[src/rtl/sr1_gpu_pkg.sv]
// Shared definitions for the OLED frame path: FSM states, SSD1306 command bytes, framebuffer geometry.
// Pure declarations: no logic, no latency.
// Optional power-up sequence bytes are only referenced when OLED_INIT_SEQ_EN is defined.
package sr1_gpu_pkg;

  typedef enum logic [2:0] {IDLE, INIT, CMD, FETCH, WAIT, SHIFT, DONE} state_t;

  // Framebuffer geometry: 128x64 pixels, one 1024-byte half per displayed page set
  localparam int FB_COLS       = 128;
  localparam int FB_ROWS       = 64;
  localparam int FB_PAGE_BYTES = 1024;
  localparam int FB_ADDR_W     = $clog2(FB_PAGE_BYTES);

  // Addressing window preamble: column range then page range
  localparam logic [7:0] CMD_SET_COL_ADDR  = 8'h21;
  localparam logic [7:0] CMD_SET_PAGE_ADDR = 8'h22;
  localparam logic [7:0] CMD_RANGE_START   = 8'h00;
  localparam int         CMD_LEN           = 6;

  // Power-up sequence: charge pump on, horizontal addressing, display on
  localparam logic [7:0] INIT_CHARGE_PUMP  = 8'h8D;
  localparam logic [7:0] INIT_PUMP_ENABLE  = 8'h14;
  localparam logic [7:0] INIT_ADDR_MODE    = 8'h20;
  localparam logic [7:0] INIT_MODE_HORIZ   = 8'h00;
  localparam logic [7:0] INIT_DISPLAY_ON   = 8'hAF;
  localparam int         INIT_LEN          = 5;

  function automatic logic [7:0] cmd_byte(input logic [2:0] idx, input logic [7:0] last_col,
                                          input logic [7:0] last_page);
    logic [7:0] b;
    case (idx)
      3'd0:    b = CMD_SET_COL_ADDR;
      3'd1:    b = CMD_RANGE_START;
      3'd2:    b = last_col;
      3'd3:    b = CMD_SET_PAGE_ADDR;
      3'd4:    b = CMD_RANGE_START;
      default: b = last_page;
    endcase
    return b;
  endfunction

  function automatic logic [7:0] init_byte(input logic [2:0] idx);
    logic [7:0] b;
    case (idx)
      3'd0:    b = INIT_CHARGE_PUMP;
      3'd1:    b = INIT_PUMP_ENABLE;
      3'd2:    b = INIT_ADDR_MODE;
      3'd3:    b = INIT_MODE_HORIZ;
      default: b = INIT_DISPLAY_ON;
    endcase
    return b;
  endfunction

  // Column-major framebuffer: byte address = col*8 + page, truncated to the buffer width
  function automatic logic [FB_ADDR_W-1:0] fb_addr(input logic [10:0] col, input logic [10:0] page);
    logic [13:0] sum;
    sum = {col, 3'b000} + {3'b000, page};
    return sum[FB_ADDR_W-1:0];
  endfunction

endpackage

[src/rtl/spi_byte_tx.sv]
// SPI mode-0 byte serialiser, MSB first: one setup cycle then 8 x (CLK_DIV high + CLK_DIV low).
// Latency: done_o is high in the last low cycle, 1 + 16*CLK_DIV cycles after load is taken.
// No backpressure: load_i is ignored while a byte is in flight.
module spi_byte_tx
  #(parameter int CLK_DIV = 2)
  (
  input  logic       clk,
  input  logic       reset,
  input  logic       load_i,
  input  logic [7:0] byte_i,
  input  logic       dc_i,
  output logic       done_o,
  output logic       sclk_o,
  output logic       mosi_o,
  output logic       dc_o
  );

  localparam logic [7:0] DIV_LAST = 8'(CLK_DIV - 1);

  logic       active_q, setup_q, sclk_q, mosi_q, dc_q;
  logic [6:0] shreg_q;
  logic [2:0] bit_q;
  logic [7:0] div_q;

  // End of the final low half-period of bit 7
  assign done_o = active_q && !setup_q && !sclk_q && (bit_q == 3'd7) && (div_q == DIV_LAST);
  assign sclk_o = sclk_q;
  assign mosi_o = mosi_q;
  assign dc_o   = dc_q;

  // Bit/half-period sequencer; mosi only changes on the falling sclk transition
  always_ff @(posedge clk or posedge reset) begin
    if (reset) begin
      active_q <= 1'b0;
      setup_q  <= 1'b0;
      sclk_q   <= 1'b0;
      mosi_q   <= 1'b0;
      dc_q     <= 1'b0;
      shreg_q  <= '0;
      bit_q    <= '0;
      div_q    <= '0;
    end else if (!active_q) begin
      if (load_i) begin
        active_q <= 1'b1;
        setup_q  <= 1'b1;
        mosi_q   <= byte_i[7];
        shreg_q  <= byte_i[6:0];
        dc_q     <= dc_i;
        bit_q    <= '0;
        div_q    <= '0;
      end
    end else if (setup_q) begin
      // mosi has had a full cycle of setup; start the first high phase
      setup_q <= 1'b0;
      sclk_q  <= 1'b1;
    end else if (div_q != DIV_LAST) begin
      div_q <= div_q + 8'd1;
    end else begin
      div_q <= '0;
      if (sclk_q) begin
        sclk_q <= 1'b0;
        if (bit_q != 3'd7) begin
          mosi_q  <= shreg_q[6];
          shreg_q <= {shreg_q[5:0], 1'b0};
        end
      end else if (bit_q == 3'd7) begin
        active_q <= 1'b0;
      end else begin
        bit_q  <= bit_q + 3'd1;
        sclk_q <= 1'b1;
      end
    end
  end

endmodule

[src/rtl/oled_frame_streamer.sv]
// Streams one framebuffer half to an SSD1306 over 4-wire SPI: window preamble then page-major data.
// Latency: per data byte FETCH, WAIT, then 2 + 16*CLK_DIV cycles of SHIFT; no fetch/shift overlap.
// start_frame is only taken in IDLE and never queued. OLED_INIT_SEQ_EN adds a once-per-reset init burst.
module oled_frame_streamer
  import sr1_gpu_pkg::*;
  #(
  parameter int CLK_DIV   = 2,
  parameter int NUM_COLS  = FB_COLS,
  parameter int NUM_PAGES = FB_ROWS / 8
  )
  (
  input  logic                 clk,
  input  logic                 reset,
  input  logic                 start_frame,
  input  logic [7:0]           frame_data,
  output logic [FB_ADDR_W-1:0] frame_address,
  output logic                 send_next_data,
  output logic                 page01,
  output logic                 spi_sclk,
  output logic                 spi_mosi,
  output logic                 spi_cs_n,
  output logic                 spi_dc,
  output logic                 busy,
  output logic                 frame_done
  );

  localparam logic [7:0]  LAST_COL_B  = 8'(NUM_COLS - 1);
  localparam logic [7:0]  LAST_PAGE_B = 8'(NUM_PAGES - 1);
  localparam logic [10:0] LAST_COL    = 11'(NUM_COLS - 1);
  localparam logic [10:0] LAST_PAGE   = 11'(NUM_PAGES - 1);

  state_t               state_q;
  logic [2:0]           idx_q;
  logic                 sent_q;
  logic [10:0]          col_q, page_q, col_d, page_d;
  logic                 last_byte;
  logic [FB_ADDR_W-1:0] addr_q;
  logic                 strobe_q, page01_q, cs_n_q, busy_q, done_q;
  logic                 tx_load_q, tx_dc_q, tx_done;
  logic [7:0]           tx_byte_q;
`ifdef OLED_INIT_SEQ_EN
  logic                 init_done_q;
`endif

  assign frame_address  = addr_q;
  assign send_next_data = strobe_q;
  assign page01         = page01_q;
  assign spi_cs_n       = cs_n_q;
  assign busy           = busy_q;
  assign frame_done     = done_q;

  // Next column/page in page-major order, and end-of-frame detect
  always_comb begin
    col_d     = col_q + 11'd1;
    page_d    = page_q;
    last_byte = (col_q == LAST_COL) && (page_q == LAST_PAGE);
    if (col_q == LAST_COL) begin
      col_d  = '0;
      page_d = page_q + 11'd1;
    end
  end

  // Frame sequencer with registered strobes and SPI framing outputs
  always_ff @(posedge clk or posedge reset) begin
    if (reset) begin
      state_q   <= IDLE;
      idx_q     <= '0;
      sent_q    <= 1'b0;
      col_q     <= '0;
      page_q    <= '0;
      addr_q    <= '0;
      strobe_q  <= 1'b0;
      page01_q  <= 1'b0;
      cs_n_q    <= 1'b1;
      busy_q    <= 1'b0;
      done_q    <= 1'b0;
      tx_load_q <= 1'b0;
      tx_dc_q   <= 1'b0;
      tx_byte_q <= '0;
`ifdef OLED_INIT_SEQ_EN
      init_done_q <= 1'b0;
`endif
    end else begin
      strobe_q  <= 1'b0;
      tx_load_q <= 1'b0;
      done_q    <= 1'b0;
      case (state_q)
        IDLE: begin
          if (start_frame) begin
            busy_q <= 1'b1;
            cs_n_q <= 1'b0;
            idx_q  <= '0;
            sent_q <= 1'b0;
            col_q  <= '0;
            page_q <= '0;
`ifdef OLED_INIT_SEQ_EN
            state_q <= init_done_q ? CMD : INIT;
`else
            state_q <= CMD;
`endif
          end
        end
        INIT: begin
`ifdef OLED_INIT_SEQ_EN
          if (!sent_q) begin
            tx_load_q <= 1'b1;
            tx_byte_q <= init_byte(idx_q);
            tx_dc_q   <= 1'b0;
            sent_q    <= 1'b1;
          end else if (tx_done) begin
            sent_q <= 1'b0;
            if (idx_q == 3'(INIT_LEN - 1)) begin
              idx_q       <= '0;
              init_done_q <= 1'b1;
              state_q     <= CMD;
            end else begin
              idx_q <= idx_q + 3'd1;
            end
          end
`else
          state_q <= CMD;
`endif
        end
        CMD: begin
          if (!sent_q) begin
            tx_load_q <= 1'b1;
            tx_byte_q <= cmd_byte(idx_q, LAST_COL_B, LAST_PAGE_B);
            tx_dc_q   <= 1'b0;
            sent_q    <= 1'b1;
          end else if (tx_done) begin
            sent_q <= 1'b0;
            if (idx_q == 3'(CMD_LEN - 1)) begin
              idx_q    <= '0;
              addr_q   <= fb_addr(col_q, page_q);
              strobe_q <= 1'b1;
              state_q  <= FETCH;
            end else begin
              idx_q <= idx_q + 3'd1;
            end
          end
        end
        FETCH: state_q <= WAIT;
        WAIT: begin
          // Read data for the strobed address is valid this cycle
          tx_load_q <= 1'b1;
          tx_byte_q <= frame_data;
          tx_dc_q   <= 1'b1;
          state_q   <= SHIFT;
        end
        SHIFT: begin
          if (tx_done) begin
            if (last_byte) begin
              cs_n_q   <= 1'b1;
              page01_q <= ~page01_q;
              done_q   <= 1'b1;
              busy_q   <= 1'b0;
              state_q  <= DONE;
            end else begin
              col_q    <= col_d;
              page_q   <= page_d;
              addr_q   <= fb_addr(col_d, page_d);
              strobe_q <= 1'b1;
              state_q  <= FETCH;
            end
          end
        end
        DONE:    state_q <= IDLE;
        default: state_q <= IDLE;
      endcase
    end
  end

  spi_byte_tx #(.CLK_DIV(CLK_DIV)) u_tx (
    .clk    (clk),
    .reset  (reset),
    .load_i (tx_load_q),
    .byte_i (tx_byte_q),
    .dc_i   (tx_dc_q),
    .done_o (tx_done),
    .sclk_o (spi_sclk),
    .mosi_o (spi_mosi),
    .dc_o   (spi_dc)
  );

endmodule

[config.mk]
export PLATFORM = sky130hd
export DESIGN_NAME = oled_frame_streamer
export DESIGN_NICKNAME = d
export VERILOG_FILES = /design/src/rtl/sr1_gpu_pkg.sv /design/src/rtl/spi_byte_tx.sv /design/src/rtl/oled_frame_streamer.sv
export SDC_FILE = /design/constraint.sdc
export NUM_CORES = 1
export LEC_CHECK = 0
export CAP_MARGIN = 20
export CORE_ASPECT_RATIO = 0.75
export CORE_MARGIN = 2
export CORE_UTILIZATION = 50
export CTS_CLUSTER_DIAMETER = 30
export DETAILED_ROUTE_END_ITERATION = 12
export PLACE_DENSITY_LB_ADDON = 0.1
export SETUP_SLACK_MARGIN = 0.05
export SLEW_MARGIN = 30
export SYNTH_ARGS = -nofsm -noshare
export SYNTH_HDL_FRONTEND = slang
export SYNTH_SLANG_ARGS = --single-unit
[constraint.sdc]
create_clock -name clk -period 3 [get_ports clk]
set_input_delay 0.3 -clock clk [delete_from_list [all_inputs] [get_ports clk]]
set_output_delay 0.3 -clock clk [all_outputs]
set_load 0.02 [all_outputs]
# ---- Yosys cells after proc, flatten, opt, wreduce, memory -nomap -nowiden
# Index checks and enable logic that the tools add are counted.
dict set report word_totals {
  elab_cells 177
  inputBits 11
  reg_bits 77
  out_inout_bits 18
}
dict set report classes {
  n_reduce_logical 28
  bitwise_logic 2
  add_sub_neg 7
  n_eq_ne 31
  mux 87
}
# cell n
set ops {}
lappend ops {{two-way mux 11 bit} 7}
lappend ops {{two-way mux 10 bit} 5}
lappend ops {{two-way mux 3 bit} 16}
lappend ops {{case mux 11 bit (2 select lines)} 2}
lappend ops {{two-way mux 7 bit} 6}
lappend ops {{two-way mux 8 bit} 5}
lappend ops {{two-way mux 1 bit} 35}
lappend ops {{!= test 2 bit, second input constant} 14}
lappend ops {{case mux 7 bit (4 select lines)} 1}
lappend ops {{adder 11 x 1 -> 11 bit, second input constant} 2}
lappend ops {{adder 10 bit} 2}
lappend ops {{case mux 10 bit (2 select lines)} 1}
lappend ops {{case mux 3 bit (6 select lines)} 1}
lappend ops {{case mux 8 bit (2 select lines)} 1}
lappend ops {{equality test 3 bit, second input constant} 5}
lappend ops {{AND reduction 5 bit} 3}
lappend ops {{equality test 3 x 2 -> 1 bit, second input constant} 4}
lappend ops {{case mux 1 bit (2 select lines)} 6}
lappend ops {{AND reduction 4 bit} 3}
lappend ops {{equality test 11 x 3 -> 1 bit, second input constant} 1}
lappend ops {{equality test 11 x 7 -> 1 bit, second input constant} 1}
lappend ops {{AND reduction 2 bit} 5}
lappend ops {{nonzero test 2 bit} 5}
lappend ops {{adder 8 x 1 -> 8 bit, second input constant} 1}
lappend ops {{other kinds (14)} 23}

# ---- Depth between registers and ports, before layout
# Gate-level depths: netlist of the first run.
dict set report logic_depth {
  depth_word 8
  ltp_mapped 15
  mapped_depth_nobuf 13
}

# ---- Hierarchy
# A second synthesis of the first run with hierarchy kept.
dict set report unflattened {
  hier_cells 511
  area_unflattened_um2 4603.2
}
# module seq_area_each_um2 cells_each area_each_um2 instances
set modules_own_cells {}
lappend modules_own_cells {oled_frame_streamer 1352.5 388 3388.2 1}
lappend modules_own_cells {spi_byte_tx 575.6 123 1214.9 1}

# ---- Worst setup path before layout of the first run
# OpenSTA, ideal clock, no wires.
dict set report synth_timing {
  kind {register to register}
  from {register col_q[6]}
  to {register addr_q[9] (netlist: frame_address[9])}
  setup_time_ns 0.126
  path_buffers 3
  required_time_ns 2.874
  arrival_time_ns 3.161
  synth_period_minus_slack_ns 3.287
  setup_slack_ns -0.287
  path_stages_with_launch 16
  cell_sequence {dfrtp_1 buf_2 nor4b_1 and4_1 clkbuf_1 and2_1 buf_2 nand3_1 xnor2_1 fa_1 a21o_1 a21oi_1 o21bai_1 a21oi_1 xnor2_1 a221o_1}
}
dict set report synth_via {
  elab_chain_cells 6
  elab_cells_between_ends 15
  cone_classes {3 x add/sub; 2 x eq/ne; 8 x mux; 2 x reduce/logical}
}
# item line_no
set synth_lines {}
lappend synth_lines {{from (decl)} oled_frame_streamer.sv:35} ;# logic [10:0] col_q, page_q, col_d, page_d;
lappend synth_lines {{from (signal assigned)} oled_frame_streamer.sv:159} ;# col_q <= col_d;
lappend synth_lines {{adder 11 x 1 -> 11 bit or equality test 11 x 7 -> 1 bit (tied branches)} {oled_frame_streamer.sv:54, oled_frame_streamer.sv:56, oled_frame_streamer.sv:57}}
lappend synth_lines {{two-way mux 11 bit} oled_frame_streamer.sv:57} ;# if (col_q == LAST_COL) begin
lappend synth_lines {{adder 10 bit} sr1_gpu_pkg.sv:57} ;# sum = {col, 3'b000} + {3'b000, page};
lappend synth_lines {{two-way mux 10 bit} oled_frame_streamer.sv:152} ;# if (last_byte) begin
lappend synth_lines {{two-way mux 10 bit} oled_frame_streamer.sv:151} ;# if (tx_done) begin
lappend synth_lines {{case mux 10 bit (2 select lines)} oled_frame_streamer.sv:87} ;# case (state_q)
lappend synth_lines {{to (signal assigned)} oled_frame_streamer.sv:134} ;# addr_q <= fb_addr(col_q, page_q);
lappend synth_lines {{to (signal assigned)} oled_frame_streamer.sv:161} ;# addr_q <= fb_addr(col_d, page_d);
lappend synth_lines {{to (decl)} oled_frame_streamer.sv:37} ;# logic [FB_ADDR_W-1:0] addr_q;
# Parallel ways exist; a longest one is shown, timed or not. The select of a mux whose other input is x is not followed.
# A chain may end at the register's enable or synchronous reset.

# ---- Worst setup path after layout of the first run
dict set report layout_timing {
  from {register col_q[8]}
  to {register addr_q[9] (netlist: frame_address[9])}
}
dict set report layout_via {
  elab_chain_cells 6
  elab_cells_between_ends 10
  cone_classes {1 x add/sub; 2 x eq/ne; 5 x mux; 2 x reduce/logical}
}
# item line_no
set layout_lines {}
lappend layout_lines {{equality test 11 x 7 -> 1 bit *} {oled_frame_streamer.sv:56, oled_frame_streamer.sv:57}}
lappend layout_lines {{two-way mux 11 bit} oled_frame_streamer.sv:57}
lappend layout_lines {{adder 10 bit} sr1_gpu_pkg.sv:57}
lappend layout_lines {{two-way mux 10 bit} oled_frame_streamer.sv:152}
lappend layout_lines {{two-way mux 10 bit} oled_frame_streamer.sv:151}
lappend layout_lines {{case mux 10 bit (2 select lines)} oled_frame_streamer.sv:87}
# Mark *: on every way between the ends. The rest lies on a longest branch, timed or not. The select of a mux whose other input is x is not followed.

==> flow_results.xml, run 1 <==
<?xml version="1.0" encoding="UTF-8"?>
<metrics>
  <group name="run_status">
    <metric name="run_status" unit="">complete, but fails checks</metric>
    <metric name="violations" unit="">design-rule violations</metric>
  </group>
  <group name="global_route">
    <metric name="grt_pass1_wl" unit="mm">17.72</metric>
    <metric name="antenna_found_initial" unit="">0</metric>
    <metric name="grt_pass1_vias" unit="">3449</metric>
    <metric name="global_route.usage.total" unit="%">23.30</metric>
    <metric name="grt_start_max_net_pins" unit="">42</metric>
    <metric name="grt_overflow_total" unit="">0</metric>
  </group>
  <group name="setup_path">
    <metric name="setup.worst_path.class" unit="">register to register</metric>
    <metric name="critical_path.cell_chain" unit="">nor4b_4 &gt; and4_4 &gt; nand3_4 &gt; xnor2_2 &gt; ha_2 &gt; fa_2 &gt; a21o_1 &gt; a21oi_2 &gt; o21bai_1 &gt; a21oi_1 &gt; xnor2_1 &gt; a221o_1</metric>
    <metric name="slowest_delay" unit="ps">400</metric>
    <metric name="startpoint_type" unit="">register</metric>
    <metric name="cp_num_buf_inv" unit="">0</metric>
    <metric name="path_delay_family" unit="">compound AO/OA/AOI/OAI gates</metric>
    <metric name="timing.critical_path.arrival" unit="ps">3130</metric>
    <metric name="worst-endpoint-required" unit="ps">3230</metric>
    <metric name="worst_path_max_delay_cell" unit="">dfrtp_1</metric>
    <metric name="worstPathMaxFanout" unit="">4</metric>
    <metric name="cp-end-kind" unit="">register</metric>
  </group>
  <group name="route">
    <metric name="viasPerCell" unit="">5.705</metric>
    <metric name="drt.antenna.violating_nets" unit="">0</metric>
    <metric name="iteration_count_of_the_initial_detailed_routing_pass" unit="">8</metric>
    <metric name="drt_iter0_drc" unit="">337</metric>
    <metric name="drc" unit="">4</metric>
    <metric name="vias" unit="">3714</metric>
    <metric name="routed_wirelength" unit="mm">10.42</metric>
    <metric name="route.detailed.wl_per_inst" unit="um">16.01</metric>
  </group>
  <group name="cts">
    <metric name="clk_transition_reported_paths" unit="ps">60</metric>
    <metric name="hold_buffers" unit="">0</metric>
    <metric name="root_buffer" unit="">clkbuf_16</metric>
    <metric name="cts-buffers-inserted" unit="">9</metric>
    <metric name="clk-insertion-delay-late" unit="ps">340</metric>
    <metric name="maximum_clock_insertion_buffer_count" unit="">2</metric>
    <metric name="tritoncts" unit="">yes</metric>
    <metric name="clock_sinks" unit="">77</metric>
    <metric name="h-tree-depth" unit="">3</metric>
  </group>
  <group name="min_path">
    <metric name="hold_path.class" unit="">input port to async pin</metric>
  </group>
  <group name="pwr">
    <metric name="power_leakage" unit="nW">2.507</metric>
    <metric name="finalPower" unit="mW">2.905</metric>
    <metric name="power_density" unit="mW/mm^2">536.7</metric>
    <metric name="sequentialPowerShare" unit="%">44.0</metric>
    <metric name="p_int" unit="mW">2.053</metric>
    <metric name="max-vdd-ir-drop" unit="V">0.0003200</metric>
    <metric name="switching_share" unit="%">29.34</metric>
    <metric name="switchingPower" unit="uW">852.2</metric>
    <metric name="clkPwrFrac" unit="%">37.0</metric>
    <metric name="pwr-share-comb" unit="%">19.0</metric>
  </group>
  <group name="flow_run">
    <metric name="timing.max_cap.violations" unit="">0</metric>
  </group>
  <group name="layout">
    <metric name="layoutNonFillerInstCount" unit="">651</metric>
    <metric name="syn2layout_area_growth" unit="%">21.69</metric>
    <metric name="nNetsFinal" unit="">570</metric>
    <metric name="fillerInstances" unit="">723</metric>
    <metric name="antenna_cells_inserted" unit="">0</metric>
    <metric name="final_layout_size_suffix_gt1_share" unit="%">13.26</metric>
    <metric name="finalInstanceArea" unit="sq mm">0.005413</metric>
    <metric name="postLayoutCoreUtil" unit="%">63.21</metric>
  </group>
  <group name="yosys">
    <metric name="synth_enable_flop_cells" unit="">0</metric>
    <metric name="postSynth.asyncResetShare" unit="%">100.0</metric>
    <metric name="postSynth.topFlopCell" unit="">dfrtp_1</metric>
    <metric name="yosysUniqueCellTypes" unit="">56</metric>
    <metric name="syn_nets" unit="">525</metric>
    <metric name="synthesis.instances" unit="">493</metric>
    <metric name="synth_sequential_area_ratio" unit="%">43.35</metric>
    <metric name="postSynthRegisterBits" unit="">77</metric>
    <metric name="avg_synthesized_cell_area" unit="sq um">9.022</metric>
    <metric name="synth.top_cells.by_count" unit="">76 x dfrtp_1, 63 x nand2_1, 48 x o21ai_0</metric>
    <metric name="synth_warnings" unit="">0</metric>
    <metric name="syn-cell-area" unit="sq mm">0.004448</metric>
    <metric name="yosys.cell_count.top_type" unit="">dfrtp_1</metric>
    <metric name="post-synth-top-area-cell" unit="">dfrtp_1</metric>
    <metric name="yosys-top-cells-area" unit="">dfrtp_1 43%, o21ai_0 5.4%, ha_1 5.3%, nand2_1 5.3%, xnor2_1 3.3%</metric>
    <metric name="fraction_of_synthesized_cell_area_taken_by_the_top_area_cell_type" unit="%">42.76</metric>
  </group>
  <group name="sta">
    <metric name="maxSlewViolCount" unit="">0</metric>
    <metric name="final_critical_path_setup_slack" unit="ps">99.39</metric>
    <metric name="period_needed" unit="ps">2901</metric>
    <metric name="least_margin_pin_slew" unit="ps">755.7</metric>
    <metric name="setup_viol" unit="">0</metric>
    <metric name="timing.clock.skew" unit="ps">8.716</metric>
    <metric name="achievable-frequency" unit="MHz">344.8</metric>
    <metric name="timing.final.crit_share" unit="%">96.69</metric>
    <metric name="rsz0062_at_grt" unit="">true</metric>
    <metric name="finalHoldViolCount" unit="">0</metric>
    <metric name="slew_headroom" unit="%">49.15</metric>
  </group>
  <group name="placement">
    <metric name="dpl_worst_slack" unit="ps">-34.75</metric>
    <metric name="io_buffer_count" unit="">28</metric>
    <metric name="gp_congestion" unit="">0.8651</metric>
    <metric name="dpl_cell_area" unit="sq mm">0.005039</metric>
    <metric name="dpl.cell_count" unit="">631</metric>
    <metric name="detailed_place_hpwl" unit="mm">7.536</metric>
  </group>
  <group name="floorplan">
    <metric name="die_x" unit="um">112.9</metric>
    <metric name="die_h" unit="um">85.68</metric>
    <metric name="fp.dieArea" unit="sq mm">0.009674</metric>
    <metric name="fp-row-count" unit="">29</metric>
    <metric name="io_pins" unit="">29</metric>
    <metric name="core-area" unit="sq mm">0.008563</metric>
    <metric name="initial_utilization" unit="%">51.94</metric>
  </group>
</metrics>
[worst reg2reg max path, stage by stage, from the launching register on]
cell,delay (ps)
dfrtp_1,400
nor4b_4,300
and4_4,300
nand3_4,100
xnor2_2,160
ha_2,190
fa_2,380
a21o_1,180
a21oi_2,160
o21bai_1,80
a21oi_1,180
xnor2_1,90
a221o_1,280
[timing repair]
action | CTS | global route
pin swaps | 1 | 7
resized for setup | 2 | 9
setup endpoints to repair | 2 | 2
setup buffers | 0 | 4
[power groups by stage]
stage | registers [mW] | clock network, mW | logic [mW]
global route | 1.30 | 1.14 | 0.630
finish | 1.28 | 1.08 | 0.551
floorplan | 1.26 | 0 | 0.397
CTS | 1.27 | 1.10 | 0.540
detailed placement | 1.29 | 0 | 0.534
global placement | 1.29 | 0 | 0.523
[cell usage in the layout, fill, tap and decap left out, types with 13 or more instances in the layout]
cell and instances:
xor2_1 13, xnor2_1 15, nand2_1 63, clkdlybuf4s50_1 28, inv_1 18, a21oi_1 20
dfrtp_1 75, nor2_1 36, ha_1 17, buf_4 35, nand3_1 15, and3_1 14
o21ai_0 46
[layer usage]
| layer | wire length, um | share of wire [%] | global-route usage [%] |
|---|---|---|---|
| met2 | 4176 | 40 | 31.87 |
| met3 | 640 | 6.1 | 5.866 |
| met1 | 5481 | 53 | 36.38 |
| met4 | 122 | 1.2 | 6.541 |
| met5 | 0 | 0 | 0 |
[cell type report]
type | count | area [sq um] | share of cell area [%]
repair buffers | 64 | 563.0 | 10.40
inverters | 19 | 72.57 | 1.341
flip-flops and latches | 77 | 1929 | 35.64
clock inverters | 6 | 63.81 | 1.179
clock buffers | 10 | 229.0 | 4.230
well taps | 108 | 135.1 | 2.497
multi-input cells | 367 | 2420 | 44.71
[worst paths after layout]
check / startpoint / endpoint / depth (start not counted) / slack [ps]
min in group clk: page01 / page01 / 1 / 470
worst min register to register: page01 / page01 / 1 / 470
max in group asynchronous: reset / spi_cs_n / 3 / 1890
worst max-delay path: col_q[8] / frame_address[9] / 12 / 100
worst min-delay path: reset / frame_address[7] / 2 / 400
worst max register to register: col_q[8] / frame_address[9] / 12 / 100
[metrics by stage]
stage | hold WS, ps | TNS, ps
after floorplan | 439.9 | 0
after global placement | 457.9 | 0
after global routing | 465.6 | -7.408
final | 396.4 | 0
after detailed placement | 463.4 | -34.75
after CTS | 420.2 | 0
[logic make-up (layout without fill, tap and decap cells)]
group / after synthesis / after routing / share of synthesized area, %
buf+inv: 49 / 99 / 4.416
simple gates: 183 / 183 / 20.48
flops: 77 / 77 / 43.35
mux: 13 / 13 / 2.954
xor+xnor: 30 / 30 / 5.907
fa+ha+maj: 21 / 21 / 6.245
compound gates: 120 / 120 / 16.65
[sequential cells by signal (all words and copies together), names as in the netlist, 3 cells and up]
| name | count |
|---|---|
| u_tx.shreg_q | 7 |
| page_q | 11 |
| u_tx.div_q | 8 |
| state_q | 3 |
| idx_q | 3 |
| tx_byte_q | 8 |
| col_q | 11 |
| frame_address | 10 |
| u_tx.bit_q | 3 |
Note: power is estimated with default switching activity, not from simulation.
==> run 2: changes to the inputs <==
GPL_ROUTABILITY_DRIVEN = 0   (was not set)
==> results of run 2 <==
No change in the layout: final DEF, timing and power equal those of run 1.
